[src/rtl/poly_load_unit_pkg.sv]
// Shared constants, lane packing helper and FSM encoding for the polynomial load unit.
package poly_load_unit_pkg;

    localparam int WIDTH  = 23;
    localparam int Q      = 8380417;
    localparam int NCOEF  = 256;
    localparam int TAG_W  = 9;
    localparam int LANE_W = 1 + WIDTH + TAG_W;   // 33
    localparam int LANES  = 4;
    localparam int WORD_W = LANES * LANE_W;      // 132
    localparam int NWORDS = NCOEF / LANES;       // 64
    localparam int ADDR_W = 6;
    localparam int CNT_W  = 8;
    localparam int MODE_W = 3;

    localparam logic [WIDTH-1:0]  Q_MOD            = WIDTH'(Q);
    localparam logic [MODE_W-1:0] FORWARD_NTT_MODE = 3'd0;
    localparam logic [MODE_W-1:0] INVERSE_NTT_MODE = 3'd1;

    typedef enum logic [1:0] {
        ST_IDLE = 2'd0,
        ST_LOAD = 2'd1,
        ST_KICK = 2'd2,
        ST_RUN  = 2'd3
    } state_e;

    typedef logic [LANE_W-1:0] lane_t;

    // Lane layout: {pad, reduced coefficient, twiddle tag}.
    function automatic lane_t pack_lane(input logic [WIDTH-1:0] c, input logic [TAG_W-1:0] t);
        return {1'b0, c, t};
    endfunction

endpackage

[src/rtl/poly_load_unit_mod_q_reduce.sv]
// Single conditional subtract reduction; valid because 2*Q exceeds the input range.
module mod_q_reduce #(
    parameter int               WIDTH = 23,
    parameter logic [WIDTH-1:0] Q     = 23'd8380417
) (
    input  logic [WIDTH-1:0] x_i,
    output logic [WIDTH-1:0] y_o
);

    // Subtract Q once when the input is at or above the modulus.
    always_comb begin
        y_o = x_i;
        if (x_i >= Q) begin
            y_o = x_i - Q;
        end
    end

endmodule

[src/rtl/poly_load_unit.sv]
// Streams 256 coefficients in, reduces mod Q, packs 4 lanes per BRAM word,
// then kicks the NTT core and waits for its completion pulse.
module poly_load_unit
    import poly_load_unit_pkg::*;
(
    input  logic              clk,
    input  logic              rst,
    input  logic              go,
    input  logic [MODE_W-1:0] mode_in,
    input  logic              s_valid,
    output logic              s_ready,
    input  logic [WIDTH-1:0]  s_coeff,
    input  logic [TAG_W-1:0]  s_tag,
    input  logic              s_last,
    output logic              bram_we,
    output logic [ADDR_W-1:0] bram_addr,
    output logic [WORD_W-1:0] bram_din,
    output logic              ntt_start,
    output logic [MODE_W-1:0] ntt_mode,
    input  logic              ntt_done,
    output logic              busy,
    output logic              done,
    output logic              err
);

    state_e                  state_q, state_d;
    logic [CNT_W-1:0]        cnt_q, cnt_d;
    lane_t [LANES-2:0]       hold_q, hold_d;
    logic                    we_q, we_d;
    logic [ADDR_W-1:0]       addr_q, addr_d;
    logic [WORD_W-1:0]       din_q, din_d;
    logic [MODE_W-1:0]       mode_q, mode_d;
    logic                    done_q, done_d;
    logic                    err_q, err_d;

    logic [WIDTH-1:0]        coeff_red;
    lane_t                   lane_new;
    logic                    beat;
    logic                    is_final;
    logic                    frame_bad;
    logic                    last_wr;

    mod_q_reduce #(
        .WIDTH (WIDTH),
        .Q     (Q_MOD)
    ) u_red (
        .x_i (s_coeff),
        .y_o (coeff_red)
    );

    assign lane_new  = pack_lane(coeff_red, s_tag);
    assign is_final  = (cnt_q == CNT_W'(NCOEF - 1));
    // s_last must appear on the final beat and nowhere else.
    assign frame_bad = (s_last != is_final);
    // The final word write is on the bus; no more beats are taken while it drains.
    assign last_wr   = we_q && (addr_q == ADDR_W'(NWORDS - 1));
    assign s_ready   = (state_q == ST_LOAD) && !last_wr;
    assign beat      = s_valid && s_ready;

    assign bram_we   = we_q;
    assign bram_addr = addr_q;
    assign bram_din  = din_q;
    assign ntt_start = (state_q == ST_KICK);
    assign ntt_mode  = mode_q;
    assign busy      = (state_q != ST_IDLE);
    assign done      = done_q;
    assign err       = err_q;

    // Next-state: sequencing, beat counting, lane accumulation and word staging.
    always_comb begin
        state_d = state_q;
        cnt_d   = cnt_q;
        hold_d  = hold_q;
        we_d    = 1'b0;
        addr_d  = addr_q;
        din_d   = din_q;
        mode_d  = mode_q;
        done_d  = 1'b0;
        err_d   = err_q;

        case (state_q)
            ST_IDLE: begin
                if (go) begin
                    state_d = ST_LOAD;
                    mode_d  = mode_in;
                    err_d   = 1'b0;
                    cnt_d   = '0;
                end
            end
            ST_LOAD: begin
                if (last_wr) begin
                    state_d = ST_KICK;
                end else if (beat) begin
                    if (frame_bad) begin
                        // Partial word in the holding register is simply abandoned.
                        err_d   = 1'b1;
                        state_d = ST_IDLE;
                    end else begin
                        cnt_d = cnt_q + 8'd1;
                        case (cnt_q[1:0])
                            2'd0: hold_d[0] = lane_new;
                            2'd1: hold_d[1] = lane_new;
                            2'd2: hold_d[2] = lane_new;
                            default: begin
                                // Fourth lane bypasses the holder straight into the word.
                                we_d   = 1'b1;
                                addr_d = cnt_q[7:2];
                                din_d  = {lane_new, hold_q};
                            end
                        endcase
                    end
                end
            end
            ST_KICK: begin
                state_d = ST_RUN;
            end
            ST_RUN: begin
                if (ntt_done) begin
                    done_d  = 1'b1;
                    state_d = ST_IDLE;
                end
            end
            default: begin
                state_d = ST_IDLE;
            end
        endcase
    end

    // State and datapath registers with asynchronous clear.
    always_ff @(posedge clk or posedge rst) begin
        if (rst) begin
            state_q <= ST_IDLE;
            cnt_q   <= '0;
            hold_q  <= '0;
            we_q    <= 1'b0;
            addr_q  <= '0;
            din_q   <= '0;
            mode_q  <= '0;
            done_q  <= 1'b0;
            err_q   <= 1'b0;
        end else begin
            state_q <= state_d;
            cnt_q   <= cnt_d;
            hold_q  <= hold_d;
            we_q    <= we_d;
            addr_q  <= addr_d;
            din_q   <= din_d;
            mode_q  <= mode_d;
            done_q  <= done_d;
            err_q   <= err_d;
        end
    end

endmodule

[config.mk]
export PLATFORM = sky130hd
export DESIGN_NAME = poly_load_unit
export DESIGN_NICKNAME = d
export VERILOG_FILES = /design/src/rtl/poly_load_unit_pkg.sv /design/src/rtl/poly_load_unit_mod_q_reduce.sv /design/src/rtl/poly_load_unit.sv
export SDC_FILE = /design/constraint.sdc
export NUM_CORES = 1
export LEC_CHECK = 0
export ABC_AREA = 1
export BUFFER_PORTS_ARGS = -buffer_cell sky130_fd_sc_hd__clkbuf_2
export CORE_MARGIN = 2
export CORE_UTILIZATION = 56
export DETAILED_ROUTE_END_ITERATION = 16
export HOLD_SLACK_MARGIN = 0.02
export PLACE_DENSITY = 0.8
export SYNTH_ARGS = -nofsm -noshare
export SYNTH_HDL_FRONTEND = slang
export SYNTH_SLANG_ARGS = --single-unit
[constraint.sdc]
create_clock -name clk -period 10.6 [get_ports clk]
set_clock_uncertainty 0.1 [all_clocks]
set_input_delay 1.06 -clock clk [delete_from_list [all_inputs] [get_ports clk]]
set_output_delay 1.06 -clock clk [all_outputs]
set_load 0.02 [all_outputs]
==> results of run 1 <==
## power by group
group / internal, uW / total [uW] / switching [uW]
Combinational: 300 / 941 / 641
Clock: 512 / 866 / 354
Sequential: 1290 / 1500 / 212
## routing by layer
| metal | part of all wire, % | wire [um] | GRT usage (%) | vias up |
|---|---|---|---|---|
| met5 | 0 | 0 | 0 | - |
| met4 | 3.0 | 773 | 8.89 | 0 |
| met3 | 7.6 | 1960 | 3.48 | 62 |
| met2 | 45 | 11600 | 40.0 | 360 |
| met1 | 44 | 11400 | 39.8 | 4153 |
| li1 | - | - | - | 4097 |
## cell type report
type,instances,share of cell area (%)
Inverter,59,1.91
Sequential cell,246,50.9
Clock inverter,7,0.558
Tap cell,229,2.37
Clock buffer,37,6.20
Timing Repair Buffer,187,7.82
Multi-Input combinational cell,865,30.3
## flip-flops by register name, indices dropped and copies added (netlist names), named ones only
register	flops
ntt_mode	3
hold_q	96
cnt_q	8
err	1
bram_we	1
bram_addr	6
bram_din	128
done	1
state_q	1
## worst max-delay path, delay by kind of cell, from the launching register on
family,cells,cell delay [ps]
AND/OR/NAND/NOR,7,870
AO/OA/AOI/OAI,1,180
flip-flops,1,430
buffers and inverters,2,1250
adder cells (fa/ha/maj),1,220
## cell usage in the layout, fill, tap and decap left out, drive strengths merged
master | Yosys | final
clkinv | 0 | 6
nand3b | 3 | 3
xnor2 | 4 | 4
nor3b | 2 | 2
a21oi | 2 | 2
nand3 | 55 | 55
inv | 59 | 59
nor2b | 1 | 1
clkbuf | 9 | 220
ha | 6 | 6
dfrtp | 246 | 246
conb | 1 | 4
nand2 | 649 | 649
buf | 45 | 4
nor3 | 7 | 7
bufinv | 0 | 1
o22ai | 2 | 2
o21ai | 64 | 64
xor2 | 5 | 5
nand4 | 17 | 17
nor2 | 44 | 44
## per-stage QoR
step | instances | hold WS, ps | worst slack, ps | area [um2] | power (uW)
4_1_cts | 1630 | 374 | 7360 | 12100 | 3320
3_5_place_dp | 1586 | 358 | 7180 | 11300 | 2440
6_report | 1630 | 370 | 7340 | 12100 | 3310
3_3_place_gp | 1586 | 355 | 7260 | 11300 | 2400
2_1_floorplan | 1224 | 342 | 2680 | 10400 | 2090
5_1_grt | 1630 | 389 | 7070 | 12100 | 3490
## cell families (layout without fill, tap and decap cells)
kind of cell / Yosys count / in the layout / share of synthesized area [%]
flops: 246 / 246 / 59.5
simple gates: 778 / 778 / 30.4
other cells: 1 / 4 / 0.0363
buf+inv: 113 / 290 / 5.14
compound gates: 68 / 68 / 3.35
xor+xnor: 9 / 9 / 0.762
fa+ha+maj: 6 / 6 / 0.726
## Yosys cell counts (all sizes together)
master,count,area (um2)
dfrtp,246,6160
nor3,7,35.0
xor2,5,43.8
xnor2,4,35.0
buf,45,277
nor2,44,233
o22ai,2,12.5
o21ai,64,320
a21oi,2,13.8
nand3,55,275
nor2b,1,6.26
conb,1,3.75
inv,59,221
clkbuf,9,33.8
nand2,649,2450
nor3b,2,15.0
nand3b,3,22.5
nand4,17,106
ha,6,75.1
## worst paths after layout
path                                   from       endpoint  depth (start not counted)
worst max register to register     cnt_q[0]  bram_din[129]                         11
min in group asynchronous               rst   bram_din[50]                          2
worst min-delay path            bram_din[7]    bram_din[7]                          2
max in group asynchronous               rst   bram_din[87]                          3
worst min register to register  bram_din[7]    bram_din[7]                          2
worst max-delay path               cnt_q[0]  bram_din[129]                         11
==> flow_metrics.py, run 1 <==
metrics = {
    "clock_network": {
        "post-cts-setup-buffer-count": 0,
        "cts_max_path_buffers": 3,
        "h-tree-depth": 1,
        "cts_root_buf": "clkbuf_16",
        "clock_latency_ps": 520,
        "numCtsBuffers": 24,
        "cts_sinks": 246,
        "cts_resized": 0,
        "hold_buffers": 0,
        "cts_tree": "done",
        "path_clk_slew_ps": 60,
    },
    "timing": {
        "slew_violations": 0,
        "finalCritPeriodShare_pct": 30.8,
        "rsz0062_at_grt": "false",
        "tightest_slew_ps": 1010,
        "fmax_ghz": 0.306,
        "setup_viol": 0,
        "tns_ps": 0,
        "layout_min_cycle_time_ps": 3260,
        "final-hold-violation-count": 0,
        "max_slew_margin_pct": 32.7,
    },
    "place": {
        "port_buffers": 183,
        "hpwl_um": 16800,
        "finalWeightedCongestion": 0.880,
    },
    "routing": {
        "wire_per_inst_um": 15.8,
        "viasPerCell": 5.32,
        "wl_um": 25700,
        "drt_iter0_drc": 623,
        "route.detailed.drc": 0,
        "via_count": 8672,
        "firstDrtPassIters": 5,
        "drtAntennaViolNets": 0,
    },
    "critical_path": {
        "crit_arrival_ps": 3520,
        "cp_slowest_stage_delay_ps": 690,
        "cp_common_cell": "nand2_1",
        "r2r_slack_ps": 7340,
        "worstSetupEndpointType": "register",
        "critPathLaunchType": "register",
        "worstSetupPathType": "register to register",
        "crit_path_cell_trace": "ha_1 > nand2_1 > nor2_2 > nand2_1 > nand2_1 > nand2_2 > nand2_8 > nor2_8 > inv_4 > buf_4 > o21ai_0",
        "worstPathRequired_ps": 10860,
        "cp_slowest_cell": "buf_4",
        "critPathMaxFanout": 85,
    },
    "die": {
        "io-pin-count": 188,
        "start_util_pct": 57.4,
        "die_area_um2": 19600,
        "die_y_um": 140,
        "coreArea_um2": 18000,
        "die_w_um": 140,
        "fp-row-count": 49,
    },
    "finish": {
        "nFillCells": 1453,
        "fin_util_pct": 67.1,
        "area_growth_pct": 17.0,
        "n_antenna_cell": 0,
        "nets": 1430,
        "multiInputGateArea_um2": 3660,
        "seq_area_um2": 6160,
        "drive_gt1_share_pct": 17.1,
    },
    "power": {
        "leakage_uw": 0.00698,
        "p_per_area_nw_per_um2": 273,
        "ir_drop_mv": 0.157,
    },
    "global_route": {
        "grt_usage_pct": 26.4,
        "grt_pass1_wl_um": 41700,
        "overflow": 0,
        "grt_pass1_vias": 8135,
        "grt_max_degree": 102,
        "antenna_found_initial": 0,
    },
    "flow_run": {
        "drv_cap": 0,
    },
    "logic_synthesis": {
        "ys_ff_latch": 246,
        "synth-seq-area-share_pct": 59.5,
        "synth_area_per_cell_um2": 8.47,
        "synth_cell_types": 29,
        "syn-cell-area_um2": 10300,
        "synth_cells": 1221,
        "ys_warn_count": 0,
    },
    "worst_hold_path": {
        "min_path_type": "register to register",
    },
    "run_status": {
        "outcome": "complete, no violations",
    },
}
Note: power is estimated with default switching activity, not from simulation.
==> run 2, diff against run 1 <==
--- a/config.mk
+++ b/config.mk
@@ -5,13 +5,13 @@
 export SDC_FILE = /design/constraint.sdc
 export NUM_CORES = 1
 export LEC_CHECK = 0
-export ABC_AREA = 1
+export ABC_AREA = 0
 export BUFFER_PORTS_ARGS = -buffer_cell sky130_fd_sc_hd__clkbuf_2
 export CORE_MARGIN = 2
-export CORE_UTILIZATION = 56
+export CORE_UTILIZATION = 50
 export DETAILED_ROUTE_END_ITERATION = 16
 export HOLD_SLACK_MARGIN = 0.02
-export PLACE_DENSITY = 0.8
+export PLACE_DENSITY = 0.76
 export SYNTH_ARGS = -nofsm -noshare
 export SYNTH_HDL_FRONTEND = slang
 export SYNTH_SLANG_ARGS = --single-unit
==> constraint.sdc (replaced) <==
create_clock -name clk -period 2.7 [get_ports clk]
set_clock_uncertainty 0.1 [all_clocks]
set_input_delay 0.27 -clock clk [delete_from_list [all_inputs] [get_ports clk]]
set_output_delay 0.27 -clock clk [all_outputs]
set_load 0.02 [all_outputs]
==> flow_metrics.py, run 2 <==
metrics = {
    "logic_synthesis": {
        "synth_edf_count": 0,
        "synthFlopType": "dfrtp_1",
        "ys_top_cells_by_area": "dfrtp_1 63%, nand2_1 14%, mux2_2 11%",
        "synth_area_per_cell_um2": 10.7,
        "synth_top_cells_by_count": "373 x nand2_1, 246 x dfrtp_1, 96 x mux2_2",
        "ys_warn_count": 0,
        "synth_cell_types": 41,
        "synth_cells": 915,
        "synth-seq-area-share_pct": 62.7,
        "yosysMostFrequentCell": "nand2_1",
        "async_flop_share_pct": 100,
        "synth_top_area_share_pct": 62.7,
        "synth_top_cell_by_area": "dfrtp_1",
        "ys_ff_latch": 246,
        "syn-cell-area_um2": 9820,
    },
    "clock_network": {
        "numCtsBuffers": 27,
        "cts_resized": 0,
        "cts_root_buf": "clkbuf_16",
        "post-cts-setup-buffer-count": 0,
        "path_clk_slew_ps": 60,
        "hold_buffers": 17,
        "cts_max_path_buffers": 3,
        "h-tree-depth": 1,
        "cts_sinks": 246,
        "clock_latency_ps": 520,
        "cts_tree": "done",
    },
    "power": {
        "power_frac_comb_pct": 24.4,
        "seqPwrFrac_pct": 45.9,
        "ir_drop_mv": 0.611,
        "intPower_uw": 8550,
        "power_switching_uw": 3980,
        "p_per_area_nw_per_um2": 1020,
        "leakage_uw": 0.00656,
        "clock_power_share_pct": 29.7,
        "swShare_pct": 31.8,
    },
    "routing": {
        "route.detailed.drc": 0,
        "wire_per_inst_um": 16.5,
        "firstDrtPassIters": 4,
        "drt_iter0_drc": 415,
        "via_count": 7217,
        "drtAntennaViolNets": 0,
        "wl_um": 23100,
        "viasPerCell": 5.14,
    },
    "finish": {
        "multiInputGateArea_um2": 3410,
        "nFillCells": 1620,
        "seq_area_um2": 6160,
        "drive_gt1_share_pct": 31.2,
        "final_common_cell": "nand2_1",
        "nets": 1167,
        "n_antenna_cell": 0,
        "final_cell_mix": "373 x nand2_1, 246 x dfrtp_1, 183 x clkbuf_2",
        "finalInstanceArea_um2": 12200,
        "area_growth_pct": 24.6,
        "largest_reg_flops": 128,
    },
    "timing": {
        "final-hold-violation-count": 0,
        "slew_violations": 0,
        "max_slew_margin_pct": 43.7,
        "layout_min_cycle_time_ps": 2440,
        "rsz0062_at_grt": "false",
        "finalCritPeriodShare_pct": 90.4,
        "setup_viol": 0,
        "fmax_ghz": 0.410,
        "whs_ps": 129,
        "tightest_slew_ps": 836,
    },
    "critical_path": {
        "critPathLaunchType": "register",
        "cp_common_cell": "nand2_1",
        "cp_slowest_cell": "dlygate4sd3_1",
        "worstPathRequired_ps": 2990,
        "cp_slowest_stage_delay_ps": 560,
        "crit_path_cell_trace": "ha_1 > nand4_1 > or3_1 > nand2_1 > nand2_1 > a221o_1 > dlygate4sd3_1",
        "critPathMaxFanout": 7,
        "worstSetupEndpointType": "register",
        "worstSetupPathType": "register to register",
        "worst-path-buf-inv": 1,
        "crit_family": "simple AND/OR/NAND/NOR gates",
        "crit_arrival_ps": 2730,
    },
    "die": {
        "start_util_pct": 50.6,
        "die_w_um": 144,
        "io-pin-count": 188,
        "die_y_um": 144,
        "fp-row-count": 51,
        "coreArea_um2": 19400,
        "die_area_um2": 20800,
    },
    "worst_hold_path": {
        "min_path_type": "primary input to register",
    },
    "global_route": {
        "grt_pass1_wl_um": 37000,
        "grt_pass1_vias": 7060,
        "overflow": 0,
        "antenna_found_initial": 0,
        "grt_usage_pct": 22.6,
        "grt_max_degree": 87,
    },
    "place": {
        "finalWeightedCongestion": 0.882,
        "port_buffers": 183,
        "hpwl_um": 15300,
        "dpl_cell_area_um2": 11200,
    },
    "run_status": {
        "outcome": "complete, no violations",
    },
    "flow_run": {
        "drv_cap": 0,
    },
}
==> run 2: cell count changes in the layout (fill, tap and decap cells not counted), sizes merged, moves of 17 or more <==
| cell | change |
|---|---|
| mux2 | +99 |
| nand3 | -42 |
| buf | +19 |
| nand2 | -276 |
| nor2 | -33 |
| o21ai | -32 |
| dlygate4sd3 | +17 |
| inv | -50 |
==> run 2: tightest hold or removal path, cell delays in order <==
cell and delay, ps:
clkbuf_2 90, and2_1 190, mux2_2 170
==> run 2: logic make-up after synthesis <==
logic type                 count (synthesis)  share of synthesized area [%]
buffers and inverters                     59                           2.71
and+or+nand+nor                          444                           18.4
adders and majority gates                  6                          0.764
other                                      1                         0.0382
AOI/OAI and AO/OA                         47                           2.88
muxes                                     99                           11.3
xor gates and xnor gates                  13                           1.16
DFF                                      246                           62.7
==> run 2: final timing paths <==
check / start / end / slack, ps / cells after the start
min in group asynchronous: rst / err / 180 / 3
max in group asynchronous: rst / hold_q[53] / 1550 / 4
worst min-delay path: s_coeff[14] / hold_q[56] / 130 / 3
worst max-delay path: cnt_q[0] / state_q[0] / 260 / 7
worst min register to register: hold_q[4] / bram_din[4] / 360 / 2
worst max register to register: cnt_q[0] / state_q[0] / 260 / 7
==> run 2: metrics by stage <==
stage               setup slack (ps)  setup TNS [ps]  std cells  util [%]  power (uW)
finish                           259               0       1404      63.1       12500
detailed placement               168               0       1339      57.6        8860
global route                     113               0       1404      63.1       13300
global placement                 271               0       1339      57.6        8710
CTS                              291               0       1404      63.1       12600
floorplan                       -902         -221830        918         -        7670
==> run 2: layer usage <==
layer  vias up  wire (um)  track usage [%]
met1      3582      10500             32.6
met3        31       1320             3.74
met4         0        355             5.37
li1       3393          -                -
met2       211      11000             36.3
met5         -          0                0
==> run 2: layout make-up <==
class | count | share of cell area [%]
clock buffer | 38 | 6.35
clock inverter | 10 | 1.05
inverter | 9 | 0.327
multi-input combinational | 613 | 27.9
sequential | 246 | 50.3
tap | 265 | 2.71
timing repair buffer | 223 | 11.4
==> run 2: power groups by stage <==
stage	sequential, uW	clock [uW]	combinational [uW]
CTS	5750	3790	3100
detailed placement	5800	0	3070
finish	5750	3720	3060
global route	5910	3980	3380
global placement	5760	0	2950
floorplan	6340	0	1330
==> run 3, diff against run 2 <==
--- a/config.mk
+++ b/config.mk
@@ -6,7 +6,7 @@
 export NUM_CORES = 1
 export LEC_CHECK = 0
 export ABC_AREA = 0
-export BUFFER_PORTS_ARGS = -buffer_cell sky130_fd_sc_hd__clkbuf_2
+export BUFFER_PORTS_ARGS = -buffer_cell sky130_fd_sc_hd__buf_2
 export CORE_MARGIN = 2
 export CORE_UTILIZATION = 50
 export DETAILED_ROUTE_END_ITERATION = 16
==> flow_metrics.py, run 3 (synthesis results as in run 2) <==
metrics = {
    "place": {
        "hpwl_um": 15000,
        "post-place-ws_ps": 191,
        "finalWeightedCongestion": 0.953,
        "port_buffers": 183,
    },
    "routing": {
        "wl_um": 22100,
        "wire_per_inst_um": 15.9,
        "route.detailed.drc": 0,
        "viasPerCell": 5.10,
        "via_count": 7097,
        "drt_iter0_drc": 359,
        "firstDrtPassIters": 5,
        "drtAntennaViolNets": 0,
    },
    "clock_network": {
        "cts_sinks": 246,
        "cts_resized": 0,
        "hold_buffers": 16,
        "clock_latency_ps": 510,
        "cts_tree": "done",
        "cts_root_buf": "clkbuf_16",
        "h-tree-depth": 1,
        "cts_max_path_buffers": 3,
        "numCtsBuffers": 24,
        "post-cts-setup-buffer-count": 0,
        "path_clk_slew_ps": 60,
    },
    "critical_path": {
        "r2r_slack_ps": 250,
        "critPathMaxFanout": 6,
        "critPathLaunchType": "register",
        "worstSetupPathType": "register to register",
        "worstSetupEndpointType": "register",
        "worstPathRequired_ps": 2990,
        "crit_arrival_ps": 2750,
    },
    "die": {
        "die_y_um": 144,
        "start_util_pct": 50.6,
        "io-pin-count": 188,
        "fp-row-count": 51,
        "die_w_um": 144,
        "die_area_um2": 20800,
        "coreArea_um2": 19400,
    },
    "power": {
        "ir_drop_mv": 0.485,
        "swShare_pct": 32.1,
        "power_switching_uw": 3850,
        "seqPwrFrac_pct": 47.6,
        "intPower_uw": 8140,
        "p_per_area_nw_per_um2": 999,
        "power_frac_comb_pct": 25.5,
        "leakage_uw": 0.00654,
        "clock_power_share_pct": 26.9,
    },
    "global_route": {
        "grt_pass1_vias": 6920,
        "antenna_found_initial": 0,
        "grt_usage_pct": 21.6,
        "grt_pass1_wl_um": 35700,
        "overflow": 0,
        "grt_max_degree": 127,
    },
    "timing": {
        "slew_violations": 0,
        "layout_min_cycle_time_ps": 2450,
        "setup_viol": 0,
        "finalCritPeriodShare_pct": 90.9,
        "tightest_slew_ps": 952,
        "whs_ps": 47.1,
        "max_slew_margin_pct": 35.8,
        "fin_ws_ps": 245,
        "fmax_ghz": 0.407,
        "final-hold-violation-count": 0,
        "rsz0062_at_grt": "false",
    },
    "finish": {
        "nFillCells": 1626,
        "largest_reg_flops": 128,
        "final_cell_mix": "373 x nand2_1, 246 x dfrtp_1, 183 x buf_2",
        "n_antenna_cell": 0,
        "drive_gt1_share_pct": 30.4,
        "nets": 1159,
        "area_growth_pct": 22.2,
        "final_common_cell": "nand2_1",
    },
    "flow_run": {
        "drv_cap": 0,
    },
    "worst_hold_path": {
        "min_path_type": "primary input to register",
    },
    "run_status": {
        "outcome": "complete, no violations",
    },
}
-- run 3: cell count changes in the layout (fill, tap and decap cells not counted), moves of 2 or more --
cell / before / now
buf_2: 0 / 183
clkbuf_2: 183 / 0
buf_12: 11 / 7
clkbuf_8: 6 / 3
bufinv_16: 3 / 1
clkbuf_16: 27 / 25
clkinv_2: 6 / 4
clkinvlp_4: 1 / 3
-- run 3: per-layer routing --
metal | vias to the layer above | wire, um | GRT usage (%)
met5 | - | 0 | 0
met4 | 0 | 298 | 5.01
met3 | 23 | 1320 | 3.44
met2 | 210 | 10300 | 34.1
met1 | 3481 | 10200 | 31.8
li1 | 3383 | - | -
-- run 3: path summary, 6_finish.rpt --
check                            from      endpoint  cells past startpoint
max                          cnt_q[1]    state_q[0]                      7
min                                go      cnt_q[5]                      4
max reg2reg                  cnt_q[1]    state_q[0]                      7
min reg2reg                hold_q[64]  bram_din[64]                      2
max in group asynchronous         rst  bram_din[47]                      4
min in group asynchronous         rst      cnt_q[7]                      4
-- run 3: per-stage QoR --
stage	power (uW)	std cells	TNS, ps	instance area (um2)	util (%)
final	12000	1392	0	12000	61.9
after global routing	12700	1392	0	12000	61.9
after CTS	12100	1392	0	12000	61.9
after detailed placement	8830	1335	0	11100	57.1
after global placement	8690	1335	0	11100	57.1
after floorplan	7670	918	-221830	9840	-
-- run 3: power by group through the flow --
stage	sequential (uW)	clock, uW	combinational [uW]
after detailed placement	5760	0	3080
after global placement	5730	0	2960
final	5710	3220	3060
after CTS	5710	3300	3110
after floorplan	6340	0	1330
after global routing	5870	3450	3400
-- run 3: critical path, cell delays in order (launching register included) --
cell and delay [ps]:
dfrtp_1 450, ha_1 200, nand4_1 110, or3_1 430, nand2_1 150, nand2_1 70, a221o_1 270, dlygate4sd3_1 550
-- run 3: layout make-up --
| class | instances | area (um2) | share of cell area (%) |
|---|---|---|---|
| clock inverter | 7 | 65.1 | 0.542 |
| sequential | 246 | 6160 | 51.3 |
| inverter | 9 | 40.0 | 0.334 |
| timing repair buffer | 218 | 1310 | 10.9 |
| multi-input combinational | 613 | 3410 | 28.4 |
| clock buffer | 34 | 689 | 5.74 |
| tap | 265 | 332 | 2.76 |
